**src/rtl/sample_window.sv**
```systemverilog
// sample_window: streaming collector that keeps the last N samples in a
// shift register and offers them as one flattened, registered window with a
// valid/ready handshake. After the first full window, a new window is offered
// every STRIDE accepted samples.
// Optional feature macro: SAMPLE_WINDOW_SUM_EN adds a registered running
// total of the window slots on output `sum`.
module sample_window #(
    parameter int N      = 3,
    parameter int DATAW  = 8,
    parameter int STRIDE = 1
) (
    input  logic                       clock,
    input  logic                       reset,
    input  logic                       in_valid,
    input  logic [DATAW-1:0]           in_data,
    output logic                       in_ready,
    input  logic                       flush,
    output logic                       win_valid,
    input  logic                       win_ready,
    output logic [N*DATAW-1:0]         window,
    output logic [$clog2(N+1)-1:0]     count
`ifdef SAMPLE_WINDOW_SUM_EN
    ,
    output logic [DATAW+$clog2(N+1)-1:0] sum
`endif
);

    localparam int CW  = $clog2(N + 1);
    localparam int SCW = $clog2(STRIDE + 1);

    localparam logic [1:0] FILL = 2'b00;
    localparam logic [1:0] HOLD = 2'b01;
    localparam logic [1:0] RUN  = 2'b10;

    logic [DATAW-1:0] r_slot [N];
    logic [CW-1:0]    r_count;
    logic             r_win_valid;
    logic [SCW-1:0]   r_scnt;
    logic [1:0]       r_state;

    logic             w_in_ready;
    logic             w_accept;

    // Input readiness: blocked during flush, follows the consumer while a
    // window is pending so the pending window cannot be overwritten.
    always_comb begin
        w_in_ready = 1'b1;
        if (flush)
            w_in_ready = 1'b0;
        else if (r_state == HOLD)
            w_in_ready = win_ready;
    end

    assign w_accept  = in_valid && w_in_ready;
    assign in_ready  = w_in_ready;
    assign win_valid = r_win_valid;
    assign count     = r_count;

    for (genvar k = 0; k < N; k++) begin : g_flat
        assign window[k*DATAW +: DATAW] = r_slot[k];
    end

    // Sample shift register: newest sample enters slot 0, oldest drops out.
    always_ff @(posedge clock or posedge reset) begin
        if (reset) begin
            for (int k = 0; k < N; k++) r_slot[k] <= '0;
        end else if (flush) begin
            for (int k = 0; k < N; k++) r_slot[k] <= '0;
        end else if (w_accept) begin
            for (int k = N - 1; k > 0; k--) r_slot[k] <= r_slot[k-1];
            r_slot[0] <= in_data;
        end
    end

    // Fill / hold / run sequencing: count, stride counter and window valid.
    always_ff @(posedge clock or posedge reset) begin
        if (reset) begin
            r_state     <= FILL;
            r_count     <= '0;
            r_scnt      <= '0;
            r_win_valid <= 1'b0;
        end else if (flush) begin
            r_state     <= FILL;
            r_count     <= '0;
            r_scnt      <= '0;
            r_win_valid <= 1'b0;
        end else begin
            case (r_state)
                FILL: begin
                    if (w_accept) begin
                        r_count <= r_count + 1'b1;
                        if (r_count == CW'(N - 1)) begin
                            r_win_valid <= 1'b1;
                            r_state     <= HOLD;
                        end
                    end
                end
                HOLD: begin
                    if (win_ready) begin
                        if (w_accept) begin
                            // The accepted sample already counts toward the next window.
                            r_scnt <= SCW'(1);
                            if (STRIDE == 1) begin
                                r_win_valid <= 1'b1;
                            end else begin
                                r_win_valid <= 1'b0;
                                r_state     <= RUN;
                            end
                        end else begin
                            r_scnt      <= '0;
                            r_win_valid <= 1'b0;
                            r_state     <= RUN;
                        end
                    end
                end
                RUN: begin
                    if (w_accept) begin
                        if (r_scnt == SCW'(STRIDE - 1)) begin
                            r_scnt      <= '0;
                            r_win_valid <= 1'b1;
                            r_state     <= HOLD;
                        end else begin
                            r_scnt <= r_scnt + 1'b1;
                        end
                    end
                end
                default: begin
                    r_state     <= FILL;
                    r_win_valid <= 1'b0;
                end
            endcase
        end
    end

`ifdef SAMPLE_WINDOW_SUM_EN
    localparam int SW = DATAW + CW;

    logic [SW-1:0] r_sum;

    // Running window total: add the incoming sample, drop the oldest slot.
    // Zero-filled slots keep this exact while the window is still filling.
    always_ff @(posedge clock or posedge reset) begin
        if (reset)
            r_sum <= '0;
        else if (flush)
            r_sum <= '0;
        else if (w_accept)
            r_sum <= r_sum + SW'(in_data) - SW'(r_slot[N-1]);
    end

    assign sum = r_sum;
`endif

endmodule
```
**config.mk**
```make
export PLATFORM = sky130hd
export DESIGN_NAME = sample_window
export DESIGN_NICKNAME = d
export VERILOG_FILES = /design/src/rtl/sample_window.sv
export SDC_FILE = /design/constraint.sdc
export NUM_CORES = 1
export LEC_CHECK = 0
export CAP_MARGIN = 20
export CELL_PAD_IN_SITES_DETAIL_PLACEMENT = 0
export CELL_PAD_IN_SITES_GLOBAL_PLACEMENT = 2
export CORE_ASPECT_RATIO = 2
export CORE_MARGIN = 3
export CORE_UTILIZATION = 32
export DETAILED_ROUTE_END_ITERATION = 8
export PLACE_DENSITY = 0.88
export SYNTH_ARGS = -nofsm -noshare
export SYNTH_HDL_FRONTEND = slang
export SYNTH_SLANG_ARGS = --single-unit
export TNS_END_PERCENT = 100
```
**constraint.sdc**
```tcl
create_clock -name clock -period 4.6 [get_ports clock]
set_clock_uncertainty 0.1 [all_clocks]
set_input_delay 0.46 -clock clock [delete_from_list [all_inputs] [get_ports clock]]
set_output_delay 0.46 -clock clock [all_outputs]
set_load 0.03 [all_outputs]
```
==> results of run 1 <==
state kept, by name, summed over array words and instances, names as in the netlist:
signal and flops:
r_state 2, win_valid 1, window 24, r_scnt 1, count 2
layer usage:
| metal | vias to the layer above | GRT usage |
|---|---|---|
| li1 | 474 | - |
| met1 | 462 | 0.120 |
| met2 | 26 | 0.208 |
| met3 | 6 | 0.0341 |
| met4 | 0 | 0.0650 |
| met5 | - | 0 |
cell usage after synthesis (2+ instances only):
| cell | count | area [um^2] |
|---|---|---|
| a221oi_1 | 2 | 17.5 |
| a31oi_1 | 2 | 12.5 |
| nor2b_1 | 24 | 150 |
| mux2_2 | 24 | 270 |
| buf_6 | 3 | 33.8 |
| clkbuf_1 | 3 | 11.3 |
| dfrtp_1 | 30 | 751 |
| inv_1 | 4 | 15.0 |
| nor2_1 | 5 | 18.8 |
worst min-delay path by stage:
| stage | startpoint | to | slack, ps | cells after the start |
|---|---|---|---|---|
| after global placement | window[15]$_DFFE_PP0N_ | window[23]$_DFFE_PP0N_ | 410 | 1 |
| after CTS | window[12]$_DFFE_PP0N_ | window[20]$_DFFE_PP0N_ | 440 | 1 |
| final | reset | window[21]$_DFFE_PP0N_ | 390 | 2 |
| after global routing | reset | window[21]$_DFFE_PP0N_ | 420 | 2 |
| after detailed placement | window[10]$_DFFE_PP0N_ | window[18]$_DFFE_PP0N_ | 420 | 1 |
| after floorplan | reset | count[0]$_DFFE_PP0P_ | 450 | 1 |
layout make-up:
type | instances | area (um^2) | area share
multi-input combinational | 73 | 619 | 0.309
inverter | 4 | 15.0 | 0.00749
sequential | 30 | 751 | 0.375
clock buffer | 7 | 86.3 | 0.0431
timing repair buffer | 43 | 463 | 0.231
clock inverter | 1 | 5.00 | 0.00250
tap | 52 | 65.1 | 0.0325
logic make-up after synthesis:
family,after synthesis,share of synthesized area
muxes,24,0.188
buffers and inverters,11,0.0470
AOI/OAI and AO/OA,11,0.0574
and+or+nand+nor,36,0.171
adders and majority gates,1,0.00870
DFF,30,0.522
xor gates and xnor gates,1,0.00609
per-stage QoR:
stage / area [um^2] / power [mW] / hold WS [ps] / instances
after floorplan: 1440 / 0.371 / 451 / 114
after global placement: 1860 / 0.419 / 413 / 200
after detailed placement: 1860 / 0.422 / 421 / 200
after CTS: 1950 / 0.639 / 438 / 208
after global routing: 2000 / 0.663 / 423 / 210
final: 2000 / 0.632 / 390 / 210
worst max-delay path, cell delays in order:
cell,delay [ps]
clkdlybuf4s50_1,540
nor3b_4,280
nor2_1,60
clkdlybuf4s50_1,600
report_power, final:
| part | internal, mW | switching, mW | leakage [nW] |
|---|---|---|---|
| sequential | 0.279 | 0.0122 | 0.407 |
| clock | 0.120 | 0.0908 | 0.0482 |
| combinational | 0.0638 | 0.0655 | 0.425 |
==> impl_metrics.py, run 1 <==
metrics = {
    "status": {
        "status": "finished clean",
    },
    "synthesis": {
        "syn_area_mm2": 0.00144,
        "synth_cell_types": 26,
        "synth-seq-cells": 30,
        "yosys_warnings": 0,
        "avgSynthCellArea_um2": 12.6,
        "synthFlopType": "dfrtp_1",
        "synth-async-reset-ratio": 1.00,
        "yosysSeqAreaShare": 0.522,
        "syn_nets": 128,
        "synth_cells": 114,
        "synth_edf_count": 0,
    },
    "hold_path": {
        "min_path_type": "in -> async",
    },
    "final_layout": {
        "utilization": 0.476,
        "area_growth_pct": 39.4,
        "antenna_cells": 0,
        "nets": 171,
        "final_common_cell": "clkdlybuf4s50_1",
        "nFillCells": 416,
        "layout_common_cells": "clkdlybuf4s50_1 (40), dfrtp_1 (30), nor2b_1 (24), mux2_2 (24), clkbuf_8 (6)",
        "drive_above_1_share": 0.241,
    },
    "timing": {
        "finalWorstSetupSlack_ps": 2100,
        "worst_pin_slew_ps": 444,
        "hold_violations": 0,
        "setup-violations-final": 0,
        "rsz0062_at_grt": "false",
        "slew_headroom": 0.704,
        "fin_setup_tns_ps": 0,
        "period_minus_slack_ps": 2500,
        "fin_crit_sh": 0.543,
        "slew_viol_final": 0,
        "max_freq_ghz": 0.400,
    },
    "worst_setup_path": {
        "worstSetupStartpoint": "win_ready",
        "worstSetupPathType": "in -> out",
        "worstSetupEndpoint": "in_ready",
        "reg2reg_from": "r_state[0]$_DFFE_PP0P_",
        "worstSetupStartpointType": "input pin",
        "reg2reg_depth": 4,
        "cp-end-kind": "output pin",
        "crit_fanout": 6,
        "crit_required_ps": 4040,
        "r2r_setup_slack_ps": 2920,
        "regToRegEndpoint": "window[0]$_DFFE_PP0N_",
        "critical_path_arrival_ps": 1940,
    },
    "placed_design": {
        "portBuffers": 40,
        "finalWeightedCongestion": 0.784,
        "hpwlAfterDp_um": 1980,
        "place_ws_ps": 1890,
    },
    "drt": {
        "route.vias.total": 968,
        "drt_iter0_drc": 8,
        "drtAntennaViolNets": 0,
        "routed_wl_um": 2850,
        "met1_length_um": 1070,
        "wl_met2_um": 1570,
        "wl_met3_um": 141,
        "drc": 0,
        "wl_per_cell_um": 13.6,
        "first_pass_iters": 3,
        "highest_layer": "met4",
        "viasPerCell": 4.61,
    },
    "clock_network": {
        "cts_setup_buffers": 0,
        "clk-insertion-delay-late_ps": 280,
        "cts_resized": 0,
        "cts_root_buf": "clkbuf_8",
        "clk_pin_slew_ps": 60,
        "numClockSinks": 30,
        "cts-buffers-inserted": 5,
        "htreeDepth": 2,
        "cts_tree": "done",
        "clockBufferDepth": 2,
        "hold_buffers": 0,
    },
    "global_routing": {
        "grtUsageTotal": 0.119,
        "grt_max_degree": 33,
        "antenna_found_initial": 0,
        "grt_pass1_wl_um": 4620,
        "grt_pass1_vias": 1027,
        "grt_overflow_total": 0,
    },
    "power": {
        "peakVddDrop_mv": 0.225,
        "p_leak_nw": 0.880,
        "power_density_mw_per_mm2": 315,
    },
    "floorplanning": {
        "die_w_um": 53.4,
        "fp-row-count": 33,
        "die_h_um": 101,
        "core_area_mm2": 0.00421,
        "initial_core_util": 0.341,
        "die-area_mm2": 0.00538,
        "io_pins": 41,
    },
    "flow_run": {
        "cap_violations": 0,
    },
}
Power figures use the tool's default switching activity.
==> inputs of run 2 (changes only) <==
Settings changed: CORE_UTILIZATION 32 to 27, PLACE_DENSITY 0.88 to 0.8.
Clock period 4.6 ns to 2.25 ns, I/O delays scaled along.
==> impl_metrics.py, run 2 (synthesis gave the netlist of run 1 again) <==
metrics = {
    "placed_design": {
        "finalWeightedCongestion": 0.732,
        "hpwlAfterDp_um": 2060,
        "place_area_mm2": 0.00189,
        "portBuffers": 40,
    },
    "timing": {
        "setup-violations-final": 0,
        "fin_setup_tns_ps": 0,
        "slew_viol_final": 0,
        "fin_crit_sh": 0.743,
        "hold_violations": 0,
        "period_minus_slack_ps": 1670,
        "rsz0062_at_grt": "false",
        "max_freq_ghz": 0.598,
        "worst_pin_slew_ps": 400,
        "slew_headroom": 0.730,
    },
    "global_routing": {
        "grt_overflow_total": 0,
        "grtUsageTotal": 0.110,
        "grt_max_degree": 32,
        "grt_pass1_wl_um": 5310,
        "antenna_found_initial": 0,
        "grt_pass1_vias": 1103,
    },
    "clock_network": {
        "clk_pin_slew_ps": 60,
        "cts_setup_buffers": 0,
        "numClockSinks": 30,
        "hold_buffers": 0,
        "cts_resized": 0,
        "clockBufferDepth": 2,
        "cts_tree": "done",
        "clk-insertion-delay-late_ps": 270,
        "htreeDepth": 2,
        "cts-buffers-inserted": 5,
        "cts_root_buf": "clkbuf_8",
    },
    "drt": {
        "routed_wl_um": 2960,
        "drt_iter0_drc": 28,
        "route.vias.total": 990,
        "wl_per_cell_um": 13.7,
        "drtAntennaViolNets": 0,
        "first_pass_iters": 2,
        "drc": 0,
        "viasPerCell": 4.58,
    },
    "status": {
        "status": "finished clean",
    },
    "floorplanning": {
        "core_area_mm2": 0.00514,
        "die-area_mm2": 0.00629,
        "fp-row-count": 37,
        "die_w_um": 57.6,
        "io_pins": 41,
        "initial_core_util": 0.280,
        "die_h_um": 109,
    },
    "final_layout": {
        "largest_reg_flops": 24,
        "fin_area_mm2": 0.00198,
        "area_growth_pct": 37.9,
        "antenna_cells": 0,
        "final_common_cell": "clkdlybuf4s50_1",
        "nets": 171,
        "layout_common_cells": "clkdlybuf4s50_1 (39), dfrtp_1 (30), nor2b_1 (24), mux2_2 (24), clkbuf_8 (6)",
        "drive_above_1_share": 0.247,
        "nFillCells": 495,
    },
    "worst_setup_path": {
        "cp-end-kind": "output pin",
        "crit_required_ps": 1920,
        "worstSetupStartpointType": "input pin",
        "worstSetupPathType": "in -> out",
        "crit_fanout": 31,
        "critical_path_arrival_ps": 1350,
    },
    "flow_run": {
        "cap_violations": 0,
    },
    "power": {
        "p_leak_nw": 0.870,
        "peakVddDrop_mv": 0.371,
        "power_density_mw_per_mm2": 652,
    },
    "hold_path": {
        "min_path_type": "in -> async",
    },
}
run 2: cell count changes in the layout (fill, tap and decap cells not counted):
cell / before / now
buf_12: 0 / 1
buf_4: 1 / 3
buf_16: 2 / 0
clkdlybuf4s50_1: 40 / 39
run 2: path summary, 6_finish.rpt:
check | cells after the start | slack [ps] | startpoint | endpoint
max | 4 | 580 | flush | in_ready
min | 3 | 220 | reset | window[15]$_DFFE_PP0N_
max reg2reg | 4 | 620 | r_state[0]$_DFFE_PP0P_ | window[21]$_DFFE_PP0N_
min reg2reg | 1 | 430 | window[9]$_DFFE_PP0N_ | window[17]$_DFFE_PP0N_
max in group asynchronous | 3 | 1540 | reset | window[9]$_DFFE_PP0N_
min in group clock | 1 | 430 | window[9]$_DFFE_PP0N_ | window[17]$_DFFE_PP0N_
run 2: critical path: stages:
cell and delay (ps):
clkdlybuf4s50_1 530, buf_4 330, nor2_1 90, buf_4 170
run 2: area by class of cell:
class	count	area, um^2	share of cell area
Sequential cell	30	751	0.379
Multi-Input combinational cell	73	619	0.313
Timing Repair Buffer	43	433	0.218
Clock buffer	7	86.3	0.0436
Tap cell	58	72.6	0.0366
Inverter	4	15.0	0.00758
Clock inverter	1	5.00	0.00253
run 2: metal layers:
metal  up-vias  global-route usage  part of all wire
met5         -                   0                 0
met4         0              0.0547             0.028
met3         6              0.0308             0.061
met2        34               0.177              0.49
met1       480               0.132              0.42
li1        470                   -                 -
run 2: per-stage QoR:
| stage | hold slack, ps | power (mW) | instances | utilization | worst slack, ps |
|---|---|---|---|---|---|
| 6_report | 224 | 1.29 | 216 | 0.386 | 579 |
| 5_1_grt | 277 | 1.36 | 216 | 0.386 | 474 |
| 4_1_cts | 238 | 1.32 | 216 | 0.386 | 556 |
| 3_5_place_dp | 413 | 0.868 | 208 | 0.368 | 319 |
| 3_3_place_gp | 414 | 0.863 | 208 | 0.368 | 368 |
| 2_1_floorplan | 216 | 0.759 | 114 | - | 657 |
run 2: report_power, final:
group | switching [mW] | internal, mW
clock network | 0.192 | 0.246
logic | 0.133 | 0.125
registers | 0.0250 | 0.571
total | 0.351 | 0.942
